[config.mk]
export PLATFORM = sky130hd
export DESIGN_NAME = lsu_ctrl_flat
export DESIGN_NICKNAME = d
export VERILOG_FILES = /design/src/rtl/lsu_ctrl_if.sv /design/src/rtl/lsu_ctrl.sv /design/src/flat_wrapper.sv
export SDC_FILE = /design/constraint.sdc
export NUM_CORES = 1
export LEC_CHECK = 0
export ABC_AREA = 1
export BUFFER_PORTS_ARGS = -buffer_cell sky130_fd_sc_hd__buf_2
export CAP_MARGIN = 20
export CORE_ASPECT_RATIO = 0.9
export CORE_MARGIN = 2
export CORE_UTILIZATION = 34
export CTS_BUF_LIST = sky130_fd_sc_hd__clkbuf_2
export CTS_CLUSTER_DIAMETER = 50
export DETAILED_ROUTE_END_ITERATION = 8
export HOLD_SLACK_MARGIN = 0.1
export PLACE_DENSITY_LB_ADDON = 0.08
export SKIP_LAST_GASP = 1
export SYNTH_ARGS = -nofsm -noshare
export SYNTH_HDL_FRONTEND = slang
export SYNTH_SLANG_ARGS = --single-unit
[constraint.sdc]
create_clock -name clk -period 2.1 [get_ports clk]
set_input_delay 0.105 -clock clk [delete_from_list [all_inputs] [get_ports clk]]
set_output_delay 0.105 -clock clk [all_outputs]
set_load 0.01 [all_outputs]
[src/rtl/lsu_ctrl_if.sv]
// -----------------------------------------------------------------------------
// lsu_ctrl_if
//   Word-wide valid/ready data-bus between the load/store unit and memory.
//   Signals:
//     mem_valid   request present (driven by the LSU)
//     mem_ready   memory accepts the request
//     mem_we      1 = write, 0 = read
//     mem_addr    word-aligned byte address
//     mem_wdata   lane-replicated write data
//     mem_wmask   byte enables, 4'b0000 on reads
//     mem_rvalid  read data valid
//     mem_rdata   read word
//   Modports:
//     master  the LSU side
//     slave   the memory side
// -----------------------------------------------------------------------------
interface lsu_ctrl_if;
    logic        mem_valid;
    logic        mem_ready;
    logic        mem_we;
    logic [31:0] mem_addr;
    logic [31:0] mem_wdata;
    logic [3:0]  mem_wmask;
    logic        mem_rvalid;
    logic [31:0] mem_rdata;

    modport master (
        output mem_valid,
        output mem_we,
        output mem_addr,
        output mem_wdata,
        output mem_wmask,
        input  mem_ready,
        input  mem_rvalid,
        input  mem_rdata
    );

    modport slave (
        input  mem_valid,
        input  mem_we,
        input  mem_addr,
        input  mem_wdata,
        input  mem_wmask,
        output mem_ready,
        output mem_rvalid,
        output mem_rdata
    );
endinterface

[src/rtl/lsu_ctrl.sv]
// -----------------------------------------------------------------------------
// lsu_ctrl
//   Multi-cycle load/store unit sitting after the rv32e execute stage. Takes one
//   memory op at a time, runs it on the valid/ready bus in lsu_ctrl_if, builds
//   byte masks / replicated store data and sign/zero-extends load data.
//   busy_o stays high from accept until the response pulse so fetch and the
//   register file stall.
//
// Parameters:
//   TIMEOUT   bus wait limit in cycles (REQ and WAIT_R); 0 = wait forever
//
// Optional build macro:
//   LSU_MISALIGN_TRAP_EN  misaligned lh/lhu/sh/lw/sw are rejected without a bus
//                         cycle (resp_err_o=1) and the extra output misalign_o
//                         pulses with resp_valid_o. Without it the low address
//                         bits are simply ignored for lane selection.
//
// Ports:
//   clk, reset          clock, synchronous active-high reset
//   req_valid_i         op present
//   req_ready_o         LSU idle and able to accept
//   req_we_i            1 = store, 0 = load
//   req_func3_i         RV func3
//   req_addr_i          byte address (rs1 + imm)
//   req_wdata_i         rs2 value
//   resp_valid_o        one-cycle completion pulse
//   resp_rdata_o        extended load data, 0 for stores and errors
//   resp_err_o          illegal func3, timeout or misalign (with resp_valid_o)
//   busy_o              op in flight
//   misalign_o          (LSU_MISALIGN_TRAP_EN only) misaligned op rejected
//   mem                 memory bus, master side
// -----------------------------------------------------------------------------
module lsu_ctrl #(
    parameter int unsigned TIMEOUT = 32'd0
) (
    input  logic        clk,
    input  logic        reset,
    input  logic        req_valid_i,
    output logic        req_ready_o,
    input  logic        req_we_i,
    input  logic [2:0]  req_func3_i,
    input  logic [31:0] req_addr_i,
    input  logic [31:0] req_wdata_i,
    output logic        resp_valid_o,
    output logic [31:0] resp_rdata_o,
    output logic        resp_err_o,
    output logic        busy_o,
`ifdef LSU_MISALIGN_TRAP_EN
    output logic        misalign_o,
`endif
    lsu_ctrl_if.master  mem
);

    typedef enum logic [1:0] {
        S_IDLE   = 2'd0,
        S_REQ    = 2'd1,
        S_WAIT_R = 2'd2,
        S_DONE   = 2'd3
    } state_t;

    state_t      state_q;
    logic [31:0] addr_q;
    logic [2:0]  func3_q;
    logic        we_q;
    logic [31:0] to_cnt_q;
    logic        req_ready_q;
    logic        busy_q;
    logic        resp_valid_q;
    logic        resp_err_q;
    logic [31:0] resp_rdata_q;
    logic        mem_valid_q;
    logic        mem_we_q;
    logic [31:0] mem_wdata_q;
    logic [3:0]  mem_wmask_q;
`ifdef LSU_MISALIGN_TRAP_EN
    logic        misalign_q;
    logic        mis_s;
`endif

    logic        legal_s;
    logic        reject_s;
    logic [3:0]  mask_s;
    logic [31:0] wdata_s;
    logic [31:0] ext_s;
    logic        timeout_hit_s;

    // Stores allow sb/sh/sw only; loads allow lb/lh/lw/lbu/lhu.
    function automatic logic func3_legal(input logic we, input logic [2:0] f3);
        logic ok;
        if (we) begin
            case (f3)
                3'b000, 3'b001, 3'b010: ok = 1'b1;
                default:                ok = 1'b0;
            endcase
        end else begin
            case (f3)
                3'b000, 3'b001, 3'b010, 3'b100, 3'b101: ok = 1'b1;
                default:                                ok = 1'b0;
            endcase
        end
        return ok;
    endfunction

    function automatic logic [3:0] store_mask(input logic [2:0] f3, input logic [1:0] a);
        logic [3:0] m;
        case (f3)
            3'b000:  m = 4'b0001 << a;
            3'b001:  m = a[1] ? 4'b1100 : 4'b0011;
            3'b010:  m = 4'b1111;
            default: m = 4'b0000;
        endcase
        return m;
    endfunction

    // Replicate the narrow datum across every lane so the mask alone picks it.
    function automatic logic [31:0] store_data(input logic [2:0] f3, input logic [31:0] wd);
        logic [31:0] d;
        case (f3)
            3'b000:  d = {4{wd[7:0]}};
            3'b001:  d = {2{wd[15:0]}};
            default: d = wd;
        endcase
        return d;
    endfunction

    function automatic logic [31:0] load_extend(input logic [2:0] f3, input logic [1:0] a,
                                                input logic [31:0] rd);
        logic [7:0]  b;
        logic [15:0] h;
        logic [31:0] r;
        case (a)
            2'b00:   b = rd[7:0];
            2'b01:   b = rd[15:8];
            2'b10:   b = rd[23:16];
            2'b11:   b = rd[31:24];
            default: b = 8'h00;
        endcase
        h = a[1] ? rd[31:16] : rd[15:0];
        case (f3)
            3'b000:  r = {{24{b[7]}}, b};
            3'b001:  r = {{16{h[15]}}, h};
            3'b010:  r = rd;
            3'b100:  r = {24'd0, b};
            3'b101:  r = {16'd0, h};
            default: r = 32'd0;
        endcase
        return r;
    endfunction

`ifdef LSU_MISALIGN_TRAP_EN
    function automatic logic misaligned(input logic [2:0] f3, input logic [1:0] a);
        logic m;
        case (f3)
            3'b001, 3'b101: m = a[0];
            3'b010:         m = (a != 2'b00);
            default:        m = 1'b0;
        endcase
        return m;
    endfunction
`endif

    // Accept-time decode of the incoming op plus load extension of the bus word.
    always_comb begin
        legal_s       = func3_legal(req_we_i, req_func3_i);
        mask_s        = req_we_i ? store_mask(req_func3_i, req_addr_i[1:0]) : 4'b0000;
        wdata_s       = store_data(req_func3_i, req_wdata_i);
        ext_s         = load_extend(func3_q, addr_q[1:0], mem.mem_rdata);
        // Counter holds cycles already spent waiting; hit on the TIMEOUT-th one.
        timeout_hit_s = (TIMEOUT != 32'd0) && ((to_cnt_q + 32'd1) == TIMEOUT);
`ifdef LSU_MISALIGN_TRAP_EN
        mis_s         = misaligned(req_func3_i, req_addr_i[1:0]);
        reject_s      = !legal_s || mis_s;
`else
        reject_s      = !legal_s;
`endif
    end

    // Control FSM with all outputs registered.
    always_ff @(posedge clk) begin
        if (reset) begin
            state_q      <= S_IDLE;
            addr_q       <= 32'd0;
            func3_q      <= 3'd0;
            we_q         <= 1'b0;
            to_cnt_q     <= 32'd0;
            req_ready_q  <= 1'b1;
            busy_q       <= 1'b0;
            resp_valid_q <= 1'b0;
            resp_err_q   <= 1'b0;
            resp_rdata_q <= 32'd0;
            mem_valid_q  <= 1'b0;
            mem_we_q     <= 1'b0;
            mem_wdata_q  <= 32'd0;
            mem_wmask_q  <= 4'd0;
`ifdef LSU_MISALIGN_TRAP_EN
            misalign_q   <= 1'b0;
`endif
        end else begin
            case (state_q)
                S_IDLE: begin
                    if (req_valid_i) begin
                        addr_q       <= req_addr_i;
                        func3_q      <= req_func3_i;
                        we_q         <= req_we_i;
                        to_cnt_q     <= 32'd0;
                        req_ready_q  <= 1'b0;
                        busy_q       <= 1'b1;
                        resp_rdata_q <= 32'd0;
                        if (reject_s) begin
                            // Rejected ops complete without touching the bus.
                            state_q      <= S_DONE;
                            resp_valid_q <= 1'b1;
                            resp_err_q   <= 1'b1;
`ifdef LSU_MISALIGN_TRAP_EN
                            misalign_q   <= mis_s && legal_s;
`endif
                        end else begin
                            state_q     <= S_REQ;
                            mem_valid_q <= 1'b1;
                            mem_we_q    <= req_we_i;
                            mem_wmask_q <= mask_s;
                            mem_wdata_q <= wdata_s;
                        end
                    end
                end
                S_REQ: begin
                    if (mem.mem_ready) begin
                        mem_valid_q <= 1'b0;
                        to_cnt_q    <= 32'd0;
                        if (we_q) begin
                            state_q      <= S_DONE;
                            resp_valid_q <= 1'b1;
                        end else if (mem.mem_rvalid) begin
                            state_q      <= S_DONE;
                            resp_valid_q <= 1'b1;
                            resp_rdata_q <= ext_s;
                        end else begin
                            state_q <= S_WAIT_R;
                        end
                    end else if (timeout_hit_s) begin
                        state_q      <= S_DONE;
                        mem_valid_q  <= 1'b0;
                        to_cnt_q     <= 32'd0;
                        resp_valid_q <= 1'b1;
                        resp_err_q   <= 1'b1;
                    end else begin
                        to_cnt_q <= to_cnt_q + 32'd1;
                    end
                end
                S_WAIT_R: begin
                    if (mem.mem_rvalid) begin
                        state_q      <= S_DONE;
                        to_cnt_q     <= 32'd0;
                        resp_valid_q <= 1'b1;
                        resp_rdata_q <= ext_s;
                    end else if (timeout_hit_s) begin
                        state_q      <= S_DONE;
                        to_cnt_q     <= 32'd0;
                        resp_valid_q <= 1'b1;
                        resp_err_q   <= 1'b1;
                    end else begin
                        to_cnt_q <= to_cnt_q + 32'd1;
                    end
                end
                S_DONE: begin
                    // Response lasts one cycle; req_valid is not looked at here.
                    state_q      <= S_IDLE;
                    req_ready_q  <= 1'b1;
                    busy_q       <= 1'b0;
                    resp_valid_q <= 1'b0;
                    resp_err_q   <= 1'b0;
                    resp_rdata_q <= 32'd0;
`ifdef LSU_MISALIGN_TRAP_EN
                    misalign_q   <= 1'b0;
`endif
                end
                default: begin
                    state_q      <= S_IDLE;
                    req_ready_q  <= 1'b1;
                    busy_q       <= 1'b0;
                    resp_valid_q <= 1'b0;
                    mem_valid_q  <= 1'b0;
                end
            endcase
        end
    end

    assign req_ready_o   = req_ready_q;
    assign busy_o        = busy_q;
    assign resp_valid_o  = resp_valid_q;
    assign resp_err_o    = resp_err_q;
    assign resp_rdata_o  = resp_rdata_q;
    assign mem.mem_valid = mem_valid_q;
    assign mem.mem_we    = mem_we_q;
    assign mem.mem_addr  = {addr_q[31:2], 2'b00};
    assign mem.mem_wdata = mem_wdata_q;
    assign mem.mem_wmask = mem_wmask_q;
`ifdef LSU_MISALIGN_TRAP_EN
    assign misalign_o    = misalign_q;
`endif

endmodule

[src/flat_wrapper.sv]
// flat-port wrapper written by rule: the top's interface ports become plain ports
module lsu_ctrl_flat 
#(
    parameter int unsigned TIMEOUT = 32'd0
)
  (clk, reset, req_valid_i, req_ready_o, req_we_i, req_func3_i, req_addr_i, req_wdata_i, resp_valid_o, resp_rdata_o, resp_err_o, busy_o, mem_mem_valid, mem_mem_we, mem_mem_addr, mem_mem_wdata, mem_mem_wmask, mem_mem_ready, mem_mem_rvalid, mem_mem_rdata);
  lsu_ctrl_if mem_i ();
  input  logic clk;
  input  logic reset;
  input  logic req_valid_i;
  output logic req_ready_o;
  input  logic req_we_i;
  input  logic [2:0] req_func3_i;
  input  logic [31:0] req_addr_i;
  input  logic [31:0] req_wdata_i;
  output logic resp_valid_o;
  output logic [31:0] resp_rdata_o;
  output logic resp_err_o;
  output logic busy_o;
  output wire logic [$bits(mem_i.mem_valid)-1:0] mem_mem_valid;
  output wire logic [$bits(mem_i.mem_we)-1:0] mem_mem_we;
  output wire logic [$bits(mem_i.mem_addr)-1:0] mem_mem_addr;
  output wire logic [$bits(mem_i.mem_wdata)-1:0] mem_mem_wdata;
  output wire logic [$bits(mem_i.mem_wmask)-1:0] mem_mem_wmask;
  input wire logic [$bits(mem_i.mem_ready)-1:0] mem_mem_ready;
  input wire logic [$bits(mem_i.mem_rvalid)-1:0] mem_mem_rvalid;
  input wire logic [$bits(mem_i.mem_rdata)-1:0] mem_mem_rdata;
  assign mem_mem_valid = mem_i.mem_valid;
  assign mem_mem_we = mem_i.mem_we;
  assign mem_mem_addr = mem_i.mem_addr;
  assign mem_mem_wdata = mem_i.mem_wdata;
  assign mem_mem_wmask = mem_i.mem_wmask;
  assign mem_i.mem_ready = mem_mem_ready;
  assign mem_i.mem_rvalid = mem_mem_rvalid;
  assign mem_i.mem_rdata = mem_mem_rdata;
  lsu_ctrl #(.TIMEOUT(TIMEOUT)) u_core (.clk(clk), .reset(reset), .req_valid_i(req_valid_i), .req_ready_o(req_ready_o), .req_we_i(req_we_i), .req_func3_i(req_func3_i), .req_addr_i(req_addr_i), .req_wdata_i(req_wdata_i), .resp_valid_o(resp_valid_o), .resp_rdata_o(resp_rdata_o), .resp_err_o(resp_err_o), .busy_o(busy_o), .mem(mem_i));
endmodule
==> parameters.txt, run 1 <==
Parameter                              Value

Status
  Run status    finished, final reports clean

Logic synthesis
  Most common flop cell mapped by yosys    dfxtp_1
  Fraction of registers with async set/reset    0%
  Number of flops mapped to enable cells by yosys    0
  Synthesized instance count    around 860
  Largest cells by area after synthesis    dfxtp_1 39%, nand2_1 20%, nor2_1 5.7%, buf_4 4.9%, a21oi_1 4.8%
  Cell taking the most area after synthesis    dfxtp_1
  Dominant combinational cell family by area after synthesis    simple AND/OR/NAND/NOR gates
  Sequential fraction of the synthesis area    approximately two fifths
  Share of the synthesized area in compound gates (AO/OA/AOI/OAI)    ~17%
  Top post-synthesis cells by count    304 x nand2_1, 112 x dfxtp_1, 87 x nor2_1
  Post-synthesis instance area    5720 sq um
  Number of warning messages in the yosys log    0
  Share of synthesized cell area in full adder, half adder and majority cells    about 1.1%
  Area share of the largest cell type after synthesis    39.2%
  Multiplexer share of the synthesized area    0%
  Number of flip-flops and latches in the synthesized netlist    roughly 110
  Top-count cell post-synth    nand2_1
  Area fraction in and, or, nand and nor cells after synthesis    between 20% and 30%
  Mean post-synth cell area    between 6 and 7 sq um
  Library cells used by synthesis    31
  Xor/xnor cell area share of the yosys netlist    0%

Finish
  Proportion of layout cells with a drive suffix above 1    between 20 and 30%
  Area of all placed cells without fillers    ~8100 sq um
  Layout net count    ~1300
  Layout overhead on the synthesized area    41.2%
  Filler Cells Inserted    between 1500 and 2000
  Antenna diodes    0
  Share of the core filled with cells    49.6%

Power and ir drop
  Leakage power figure    4.04 nW
  Power after layout    ~7.6 mW
  Ratio of total power to cell area    945 nW/um^2
  Peak ir drop on the vdd network    0.432 mV

Placed design
  GPL Wtd Cong    between 0.8 and 0.9
  DPL Wire Length    between 10 and 15 mm
  DP Worst Slack    0.199 ns
  Port Buffers    208
  DP Area    roughly 6700 sq um

Critical path
  Arrival time reported for the critical path endpoint    between 2 and 3 ns
  Critical path origin    req_func3_i[0]
  Critical R2R Launch    u_core.state_q[1]
  FF-to-FF path depth    7
  Class of the most critical setup path    input port to register
  R2R setup slack    about 0.12 ns
  Endpoint class of the critical path    register
  Crit-path leading delay family    buffers and inverters
  Worst path bufs/invs    6
  Worst r2r dst    u_core.addr_q[9]
  Crit-path cells    dlygate4sd3_1 > buf_2 > inv_2 > nand2_1 > nor2_2 > buf_6 > nand3_1 > dlygate4sd3_1 > nand2_1 > dlygate4sd3_1 > nand2_1 > a21oi_1
  CP Capture Point    u_core.mem.mem_wmask[3]
  Highest fanout seen on the critical path    5
  Nature of the critical path startpoint    input port
  Number of stages on the worst setup path    12
  Peak per-stage delay on the critical path    around 0.55 ns
  Worst Path Required    around 2.7 ns
  Crit path max-delay cell type    dlygate4sd3_1

Detailed routing
  Post-route DRC violation count    0
  Initial detailed-routing violation count    slightly below 300
  Number of vias per cell after detailed routing    approximately 4.6
  Remaining number of nets flagged by the antenna check after routing    0
  Routed wirelength normalized by instance count    13.4 um
  Aggregate routed wire length    18.1 mm
  Overall via count from detail_route    6168
  Number of detailed-route iterations in the first pass    4

Timing
  Hold Vio Cnt, Final    0
  Minimum setup slack in the final design    roughly 0.1 ns
  Tmin final    roughly 2.0 ns
  Final-report max-slew violation count    0
  Unrepaired setup endpoints after global routing    true
  Headroom to the max-slew limit    a little over half
  Maximum clock frequency    approximately 500 MHz
  Sum Neg Setup Slack    0 ns
  Fin Clk Skew    0.0339 ns
  Portion of the clock cycle consumed by the worst path in the final layout    95.1%
  Slew of the pin with the lowest slew margin    0.703 ns
  Setup-violating endpoint count in the final report    0

Global route
  Global-route wire length before repair    about 30 mm
  Initial antenna violation count    0
  Total congestion overflow    0
  Vias in the first global route    between 6000 and 7000
  GRT Resource Usage Total    20.5%
  Maximum number of pins on one net before global-route repair    50

Floorplan
  Starting density of the core    about a third
  Number of cell rows    between 40 and 50
  Top-level port count    211
  DIE AREA    between 15000 and 20000 sq um
  Chip width    ~140 um
  Die Height    127 um
  Area of the placeable core    between 15000 and 20000 sq um

CTS
  Clock-pin slew reported for the worst setup and hold paths after clock tree synthesis    0.34 ns
  Maximum level of the CTS H-tree    3
  Clk Tree Root Cell    clkbuf_2
  Clock tree from TritonCTS    done
  Count of clock tree sinks    approximately 110
  Total clock buffers created by CTS    9
  Max clock buf depth    2
  Clock latency at the later pin of the worst-skew pair    approximately 0.64 ns

Flow run
  Number of maximum-capacitance violations    0

Hold path
  Beginning of the worst hold path    req_wdata_i[25]
  Type of the worst min-delay path    input port to register
area by class of cell:
class                      instances  area, sq um  share of cell area, %
multi-input combinational        602         2730                   33.8
timing repair buffer             352         2470                   30.6
sequential                       112         2240                   27.8
inverter                          67          259                   3.21
tap                              207          259                   3.21
clock inverter                     6         68.8                  0.852
clock buffer                       9         45.0                  0.558
flip-flops by register name (all words and copies together) (netlist names):
register	cells
u_core.resp_valid_o	1
u_core.busy_o	1
u_core.resp_rdata_o	32
u_core.mem.mem_valid	1
u_core.mem.mem_wmask	4
u_core.resp_err_o	1
u_core.func3_q	3
u_core.mem.mem_we	1
u_core.req_ready_o	1
u_core.state_q	2
u_core.addr_q	32
u_core.mem.mem_wdata	32
u_core.we_q	1
layer usage:
| metal | GRT usage, % | vias up | part of all wire, % |
|---|---|---|---|
| li1 | - | 3222 | - |
| met1 | 25.8 | 2748 | 46 |
| met2 | 34.7 | 175 | 46 |
| met3 | 5.51 | 23 | 6.7 |
| met4 | 5.71 | 0 | 1.7 |
| met5 | 0 | - | 0 |
worst min-delay path, stage by stage:
cell and delay (ns):
dlygate4sd3_1 0.53, buf_2 0.11, nand2_1 0.05, a21oi_1 0.05
power by group:
part | internal, mW | total, mW | leakage, nW | switching, mW
registers | 2.62 | 2.88 | 0.917 | 0.262
clock network | 0.278 | 1.05 | 0.0700 | 0.769
logic | 1.43 | 3.71 | 3.05 | 2.28
total | 4.32 | 7.63 | 4.04 | 3.31
stage by stage:
stage	hold WS, ns	instances
final	0.190	1355
after global routing	0.145	1355
after CTS	0.152	1354
after global placement	0.356	1211
after floorplan	0.233	857
after detailed placement	0.362	1211
placed cells by master (no fill, tap or decap), types with 2 or more instances in the layout:
cell / instances
ha_1: 4
inv_2: 8
nand3_2: 2
nor3_2: 2
clkbuf_2: 9
dlygate4sd3_1: 128
o22ai_1: 7
nor2_2: 5
o21ai_0: 52
inv_1: 56
clkinv_4: 3
nand2_1: 304
nor2_1: 86
dfxtp_1: 112
o21ai_1: 25
a21oi_1: 55
a21oi_2: 20
buf_12: 2
nand3_1: 10
inv_4: 3
conb_1: 2
nand2_2: 13
buf_4: 13
buf_2: 208
a31oi_1: 9
cell families after synthesis:
group / count (synthesis)
simple gates: 425
fa+ha+maj: 5
flops: 112
buf+inv: 143
compound gates: 170
other cells: 1
timing repair:
action                                  in CTS  in global routing
hold buffers                               128                  0
setup buffers                                0                  1
endpoints found under the setup margin       0                 48
hold endpoints to repair                   111                  0
resized for setup                            0                 10
worst min-delay path by stage:
stage                                          end  slack [ns]  cells after the start
final                     u_core.mem.mem_wdata[25]        0.19                      4
after global routing      u_core.mem.mem_wdata[29]        0.14                      4
after CTS                 u_core.mem.mem_wdata[24]        0.15                      4
after detailed placement         u_core.addr_q[12]        0.36                      3
after global placement           u_core.addr_q[14]        0.36                      3
after floorplan                  u_core.func3_q[2]        0.23                      2
Power figures use the tool's default switching activity.
==> inputs of run 2 (changes only) <==
Settings changed: REMOVE_ABC_BUFFERS set to 1.
==> run 2 against run 1 <==
Compared with the run above: global-route usage grew 0.19 points; worst hold slack gained 0.013 ns; power grew 3.4%; combinational power grew 6.7%; clock skew shrank 0.010 ns; clock-buffer cell count is the same; largest power group unchanged.
==> parameters.txt, run 2 (same netlist as run 1, synthesis figures left out) <==
Parameter                              Value

Placed design
  Port Buffers    208 (unchanged)
  DP Worst Slack    0.180 ns (-0.0189 ns)
  DPL Wire Length    11.8 mm (-2.1%)
  GPL Wtd Cong    0.798 (-0.91%)
  Number of instances in the placed design    1211 (unchanged)

CTS
  Total clock buffers created by CTS    9 (unchanged)
  Clock-pin slew reported for the worst setup and hold paths after clock tree synthesis    0.36 ns (+0.02 ns)
  Clk Tree Root Cell    clkbuf_2
  Maximum level of the CTS H-tree    3 (unchanged)
  Max clock buf depth    2 (unchanged)
  Clock tree from TritonCTS    done
  Clock latency at the later pin of the worst-skew pair    0.67 ns (+0.03 ns)
  Count of clock tree sinks    112 (unchanged)

Finish
  Layout overhead on the synthesized area    45.2%
  Multi-input logic area    2740 sq um (+0.27%)
  Filler Cells Inserted    1654 (-3.4%)
  Antenna diodes    0 (unchanged)
  Non-filler cells in the finished layout    1375 (+1.5%)
  Layout net count    1273 (+1.5%)
  Leading cell types in the layout, fill and taps excluded    304 x nand2_1, 208 x buf_2, 146 x dlygate4sd3_1
  Proportion of layout cells with a drive suffix above 1    26.0% (+0.24 points)
  Most common cell after layout, fill and taps aside    nand2_1
  Area occupied by registers    2250 sq um (+0.28%)
  Share of the core filled with cells    51.0% (+1.4 points)

Global route
  GRT Resource Usage Total    20.7% (+0.19 points)
  Maximum number of pins on one net before global-route repair    64 (+28%)
  Total congestion overflow    0 (unchanged)
  Vias in the first global route    5895 (-3.2%)
  Global routing usage on met3    5.17% (-0.34 points)
  Initial antenna violation count    0 (unchanged)
  Met2 Resource Use GR    33.8% (-0.95 points)
  Met1 global-route usage    28.1% (+2.3 points)
  Global-route wire length before repair    29.9 mm (-0.19%)
  Top Usage Layer GRT    met2

Critical path
  Peak per-stage delay on the critical path    0.56 ns (about the same)
  Crit-path cells    dlygate4sd3_1 > buf_2 > inv_1 > nand2_1 > nor2_1 > buf_4 > nand3_1 > dlygate4sd3_1 > nand2_1 > dlygate4sd3_1 > nand2_1 > a21oi_1
  Highest fanout seen on the critical path    12 (+7)
  Crit path max-delay cell type    dlygate4sd3_1
  Worst Path Required    2.74 ns (+0.07 ns)
  Endpoint class of the critical path    register
  Crit-path leading delay family    buffers and inverters
  Nature of the critical path startpoint    input port
  Arrival time reported for the critical path endpoint    2.68 ns (+0.11 ns)
  Class of the most critical setup path    input port to register
  Worst path bufs/invs    6 (unchanged)

Detailed routing
  Remaining number of nets flagged by the antenna check after routing    0 (unchanged)
  Number of detailed-route iterations in the first pass    4 (unchanged)
  Routed wirelength normalized by instance count    13.5 um (+1.1%)
  Post-route DRC violation count    0 (unchanged)
  Overall via count from detail_route    6287 (+1.9%)
  Number of vias per cell after detailed routing    4.57 (+0.45%)
  Initial detailed-routing violation count    291 (-1.7%)
  Aggregate routed wire length    18.6 mm (+2.6%)

Timing
  Final-report max-slew violation count    0 (unchanged)
  Tmin final    2.04 ns (+0.0410 ns)
  Setup-violating endpoint count in the final report    0 (unchanged)
  Slew of the pin with the lowest slew margin    0.700 ns (-0.00333 ns)
  Headroom to the max-slew limit    53.3% (+0.22 points)
  Maximum clock frequency    491 MHz (-2.0%)
  Final worst hold slack    0.203 ns (+0.0131 ns)
  Unrepaired setup endpoints after global routing    false
  Portion of the clock cycle consumed by the worst path in the final layout    97.1% (+2.0 points)
  Hold Vio Cnt, Final    0 (unchanged)
  Minimum setup slack in the final design    0.0619 ns (-0.0410 ns)
  Fin Clk Skew    0.0238 ns (-0.0101 ns)

Floorplan
  Die Height    127 um (unchanged)
  Chip width    141 um (unchanged)
  Number of cell rows    44 (unchanged)
  Top-level port count    211 (unchanged)
  DIE AREA    17900 sq um (unchanged)
  Area of the placeable core    16300 sq um (unchanged)
  Starting density of the core    35.1% (unchanged)

Hold path
  Type of the worst min-delay path    input port to register

Power and ir drop
  Peak ir drop on the vdd network    0.410 mV (-5.1%)
  Power after layout    7.89 mW (+3.4%)
  Leakage power figure    4.16 nW (+3.0%)
  Ratio of total power to cell area    950 nW/um^2 (+0.52%)

Status
  Run status    finished, final reports clean

Flow run
  Number of maximum-capacitance violations    0 (unchanged)
run 2: cell count changes in the layout (fill, tap and decap cells not counted), moves of 2 or more:
| cell | previous run | this run |
|---|---|---|
| dlygate4sd3_1 | 128 | 146 |
| buf_4 | 13 | 11 |
| inv_8 | 0 | 2 |
| buf_6 | 1 | 3 |
| dfxtp_2 | 0 | 5 |
| dfxtp_1 | 112 | 107 |
run 2: metrics by stage:
stage,TNS (ns),area (sq um)
final,0,8310
after global routing,0,8310
after CTS,0,8230
after detailed placement,0,6660
after global placement,0,6660
after floorplan,-19.53,5230
run 2: layout make-up:
type | instances | share of cell area (%)
multi-input combinational | 602 | 33.0
timing repair buffer | 371 | 32.3
sequential | 112 | 27.1
tap | 207 | 3.12
inverter | 67 | 3.10
clock inverter | 7 | 0.874
clock buffer | 9 | 0.542
run 2: worst paths after layout:
kind              cells after the start  slack [ns]                  endpoint         startpoint
setup / recovery                     12        0.06   u_core.mem.mem_wmask[2]     req_func3_i[0]
setup reg to reg                     10        0.12   u_core.mem.mem_wdata[1]  u_core.state_q[1]
hold reg to reg                       2        0.46         u_core.resp_err_o  u_core.resp_err_o
hold / removal                        4        0.20  u_core.mem.mem_wdata[30]    req_wdata_i[30]
run 2: worst reg2reg max path: cells and delay by family (launching register included):
kind                       cells  cell delay [ns]
AOI/OAI and AO/OA              1             0.12
adders and majority gates      1             0.16
buffers and inverters          5             1.02
DFF                            1             0.41
and+or+nand+nor                3             0.28
run 2: report_power, final:
group | leakage, nW | internal [mW] | total (mW) | switching [mW]
logic | 3.17 | 1.62 | 3.96 | 2.34
registers | 0.919 | 2.62 | 2.89 | 0.270
clock network | 0.0693 | 0.197 | 1.04 | 0.844
total | 4.16 | 4.44 | 7.89 | 3.45
run 2: timing repair:
| item | 4_1_cts | 5_1_grt |
|---|---|---|
| resized for setup | 0 | 13 |
| setup endpoints to repair | 0 | 60 |
| setup buffers | 0 | 1 |
| hold endpoints to repair | 112 | 1 |
| hold buffers | 145 | 1 |
run 2: per-layer routing:
layer	up-vias	routed length (um)	part of all wire, %
met5	-	0	0
met3	11	990	5.3
li1	3260	-	-
met1	2849	9040	49
met4	0	186	1.0
met2	167	8380	45
==> inputs of run 3 (changes only) <==
Settings changed: SKIP_LAST_GASP 1 to unset.
Clock period 2.1 ns to 2 ns, I/O delays scaled along.
==> run 3 against run 2 <==
Compared with the run above: sequential share of layout area rose by 1.4 points; first-iteration DRC count fell by 6.2%; clock-buffer cell count did not move; flip-flop and latch count did not move; combinational power fell by 5%; routed wire length fell by 4.6%; worst hold slack got worse by 0.0079 ns; via count fell by 3.5%; critical path depth did not move; largest power group unchanged.
==> parameters.txt, run 3 (same netlist as run 1, synthesis figures left out) <==
Parameter                              Value

Finish
  Antenna diodes    0 (unchanged)
  Layout net count    1236 (-2.9%)
  Proportion of layout cells with a drive suffix above 1    26.2% (+0.14 points)
  Most common cell after layout, fill and taps aside    nand2_1
  Layout overhead on the synthesized area    38.2%
  Area of all placed cells without fillers    7910 sq um (-4.8%)
  Leading cell types in the layout, fill and taps excluded    304 x nand2_1, 208 x buf_2, 112 x dlygate4sd3_1
  Filler Cells Inserted    1719 (+3.9%)

Hold path
  Type of the worst min-delay path    input port to register
  Beginning of the worst hold path    req_wdata_i[26]
  Count of cells along the worst hold path    4 (unchanged)
  Endpoint of the worst hold-timing path    u_core.mem.mem_wdata[26]

Detailed routing
  Number of detailed-route iterations in the first pass    5 (+1)
  Aggregate routed wire length    17.7 mm (-4.6%)
  Post-route DRC violation count    0 (unchanged)
  Remaining number of nets flagged by the antenna check after routing    0 (unchanged)
  Number of vias per cell after detailed routing    4.53 (-0.88%)
  Routed wirelength normalized by instance count    13.3 um (-2.0%)
  Overall via count from detail_route    6064 (-3.5%)
  Initial detailed-routing violation count    273 (-6.2%)

Critical path
  Crit-path cells    dlygate4sd3_1 > buf_2 > inv_1 > nand2_1 > nor2_1 > buf_6 > nand3_1 > dlygate4sd3_1 > nand2_1 > dlygate4sd3_1 > nand2_1 > a21oi_1
  Class of the most critical setup path    input port to register
  Worst Path Required    2.61 ns (-0.13 ns)
  FF-to-FF path depth    8 (-2)
  Crit path max-delay cell type    dlygate4sd3_1
  Arrival time reported for the critical path endpoint    2.58 ns (-0.10 ns)
  Nature of the critical path startpoint    input port
  Highest fanout seen on the critical path    5 (-7)
  Worst r2r dst    u_core.resp_rdata_o[3]
  R2R setup slack    0.15 ns (+0.03 ns)
  Critical R2R Launch    u_core.addr_q[1]
  Crit-path leading delay family    buffers and inverters
  Number of stages on the worst setup path    12 (unchanged)
  Endpoint class of the critical path    register
  Peak per-stage delay on the critical path    0.55 ns (about the same)
  Worst path bufs/invs    6 (unchanged)

Floorplan
  Area of the placeable core    16300 sq um (unchanged)
  Starting density of the core    35.1% (unchanged)
  Top-level port count    211 (unchanged)
  DIE AREA    17900 sq um (unchanged)
  Number of cell rows    44 (unchanged)
  Chip width    141 um (unchanged)
  Die Height    127 um (unchanged)

CTS
  Clock tree from TritonCTS    done
  Clk Tree Root Cell    clkbuf_2
  Maximum level of the CTS H-tree    3 (unchanged)
  Total clock buffers created by CTS    9 (unchanged)
  Max clock buf depth    2 (unchanged)
  Clock latency at the later pin of the worst-skew pair    0.64 ns (-0.03 ns)
  Clock-pin slew reported for the worst setup and hold paths after clock tree synthesis    0.35 ns (about the same)
  Count of clock tree sinks    112 (unchanged)

Timing
  Maximum clock frequency    roughly 510 MHz
  Minimum setup slack in the final design    0.0299 ns (-0.0319 ns)
  Hold Vio Cnt, Final    0 (unchanged)
  Headroom to the max-slew limit    53.7% (+0.39 points)
  Final worst hold slack    0.195 ns (-0.00787 ns)
  Fin Clk Skew    0.0219 ns (-0.00188 ns)
  Setup-violating endpoint count in the final report    0 (unchanged)
  Final-report max-slew violation count    0 (unchanged)
  Unrepaired setup endpoints after global routing    false
  Tmin final    1.97 ns
  Slew of the pin with the lowest slew margin    0.694 ns (-0.00580 ns)
  Portion of the clock cycle consumed by the worst path in the final layout    between 90% and 100%

Placed design
  DP Area    6640 sq um (-0.41%)
  DP Worst Slack    -0.0372 ns (-0.217 ns)
  DPL Wire Length    12.1 mm (+2.1%)
  Port Buffers    208 (unchanged)
  GPL Wtd Cong    0.817 (+2.3%)

Power and ir drop
  Peak ir drop on the vdd network    0.465 mV (+13%)
  Leakage power figure    3.97 nW (-4.5%)
  Ratio of total power to cell area    1000 nW/um^2 (+5.2%)
  Power after layout    7.90 mW (+0.16%)

Flow run
  Number of maximum-capacitance violations    0 (unchanged)

Global route
  GRT Resource Usage Total    19.6% (-1.1 points)
  Vias in the first global route    5653 (-4.1%)
  Initial antenna violation count    0 (unchanged)
  Total congestion overflow    0 (unchanged)
  Maximum number of pins on one net before global-route repair    50 (-22%)
  Global-route wire length before repair    28.4 mm (-4.9%)

Status
  Run status    finished, final reports clean
-- run 3: power by group --
part           total, mW  internal [mW]  leakage (nW)  switching, mW
Combinational       3.77           1.40          2.98           2.37
Clock               1.08          0.211        0.0733          0.870
Sequential          3.05           2.75         0.919          0.296
Total               7.90           4.36          3.97           3.54
-- run 3: layer usage --
layer  vias to the layer above  global-route usage, %  wire [um]
li1                       3195                      -          -
met1                      2679                   27.1       8620
met2                       174                   31.3       7800
met3                        16                   4.39       1090
met4                         0                   4.76        226
met5                         -                      0          0
-- run 3: what timing repair did --
action | CTS | global route
setup endpoints to repair | 25 | 27
gates resized for setup | 2 | 7
buffers inserted | 0 | 1
endpoints found under the hold margin | 112 | 0
hold buffers | 112 | 0
pin swaps | 0 | 0
-- run 3: cell type report --
type                       count  area, sq um  area share (%)
tap                          207          259            3.28
sequential                   112         2250            28.4
multi-input combinational    602         2730            34.5
timing repair buffer         334         2290            28.9
clock inverter                 7         73.8           0.934
inverter                      67          264            3.34
clock buffer                   9         45.0           0.570
-- run 3: worst max path at each step --
stage                      start                  endpoint  slack (ns)
3_3_place_gp   u_core.state_q[0]   u_core.resp_rdata_o[27]     -0.0009
2_1_floorplan  u_core.state_q[0]  u_core.mem.mem_wdata[16]       -0.71
6_report          req_func3_i[0]   u_core.mem.mem_wmask[1]        0.03
3_5_place_dp   u_core.state_q[0]   u_core.resp_rdata_o[17]       -0.04
5_1_grt           req_func3_i[0]   u_core.mem.mem_wmask[2]       0.004
4_1_cts         u_core.addr_q[1]    u_core.resp_rdata_o[1]        0.02
-- run 3: stage by stage --
stage / instances / TNS (ns) / util [%]
2_1_floorplan: 781 / -23.23 / -
3_5_place_dp: 1209 / -0.684 / 40.7
3_3_place_gp: 1209 / -0.00225 / 40.7
5_1_grt: 1338 / 0 / 48.5
6_report: 1338 / 0 / 48.5
4_1_cts: 1337 / 0 / 48.4
-- run 3: tightest hold or removal path, delay by kind of cell --
| family | cells | cell delay, ns |
|---|---|---|
| buffers and inverters | 2 | 0.63 |
| and+or+nand+nor | 1 | 0.05 |
| AOI/OAI and AO/OA | 1 | 0.06 |
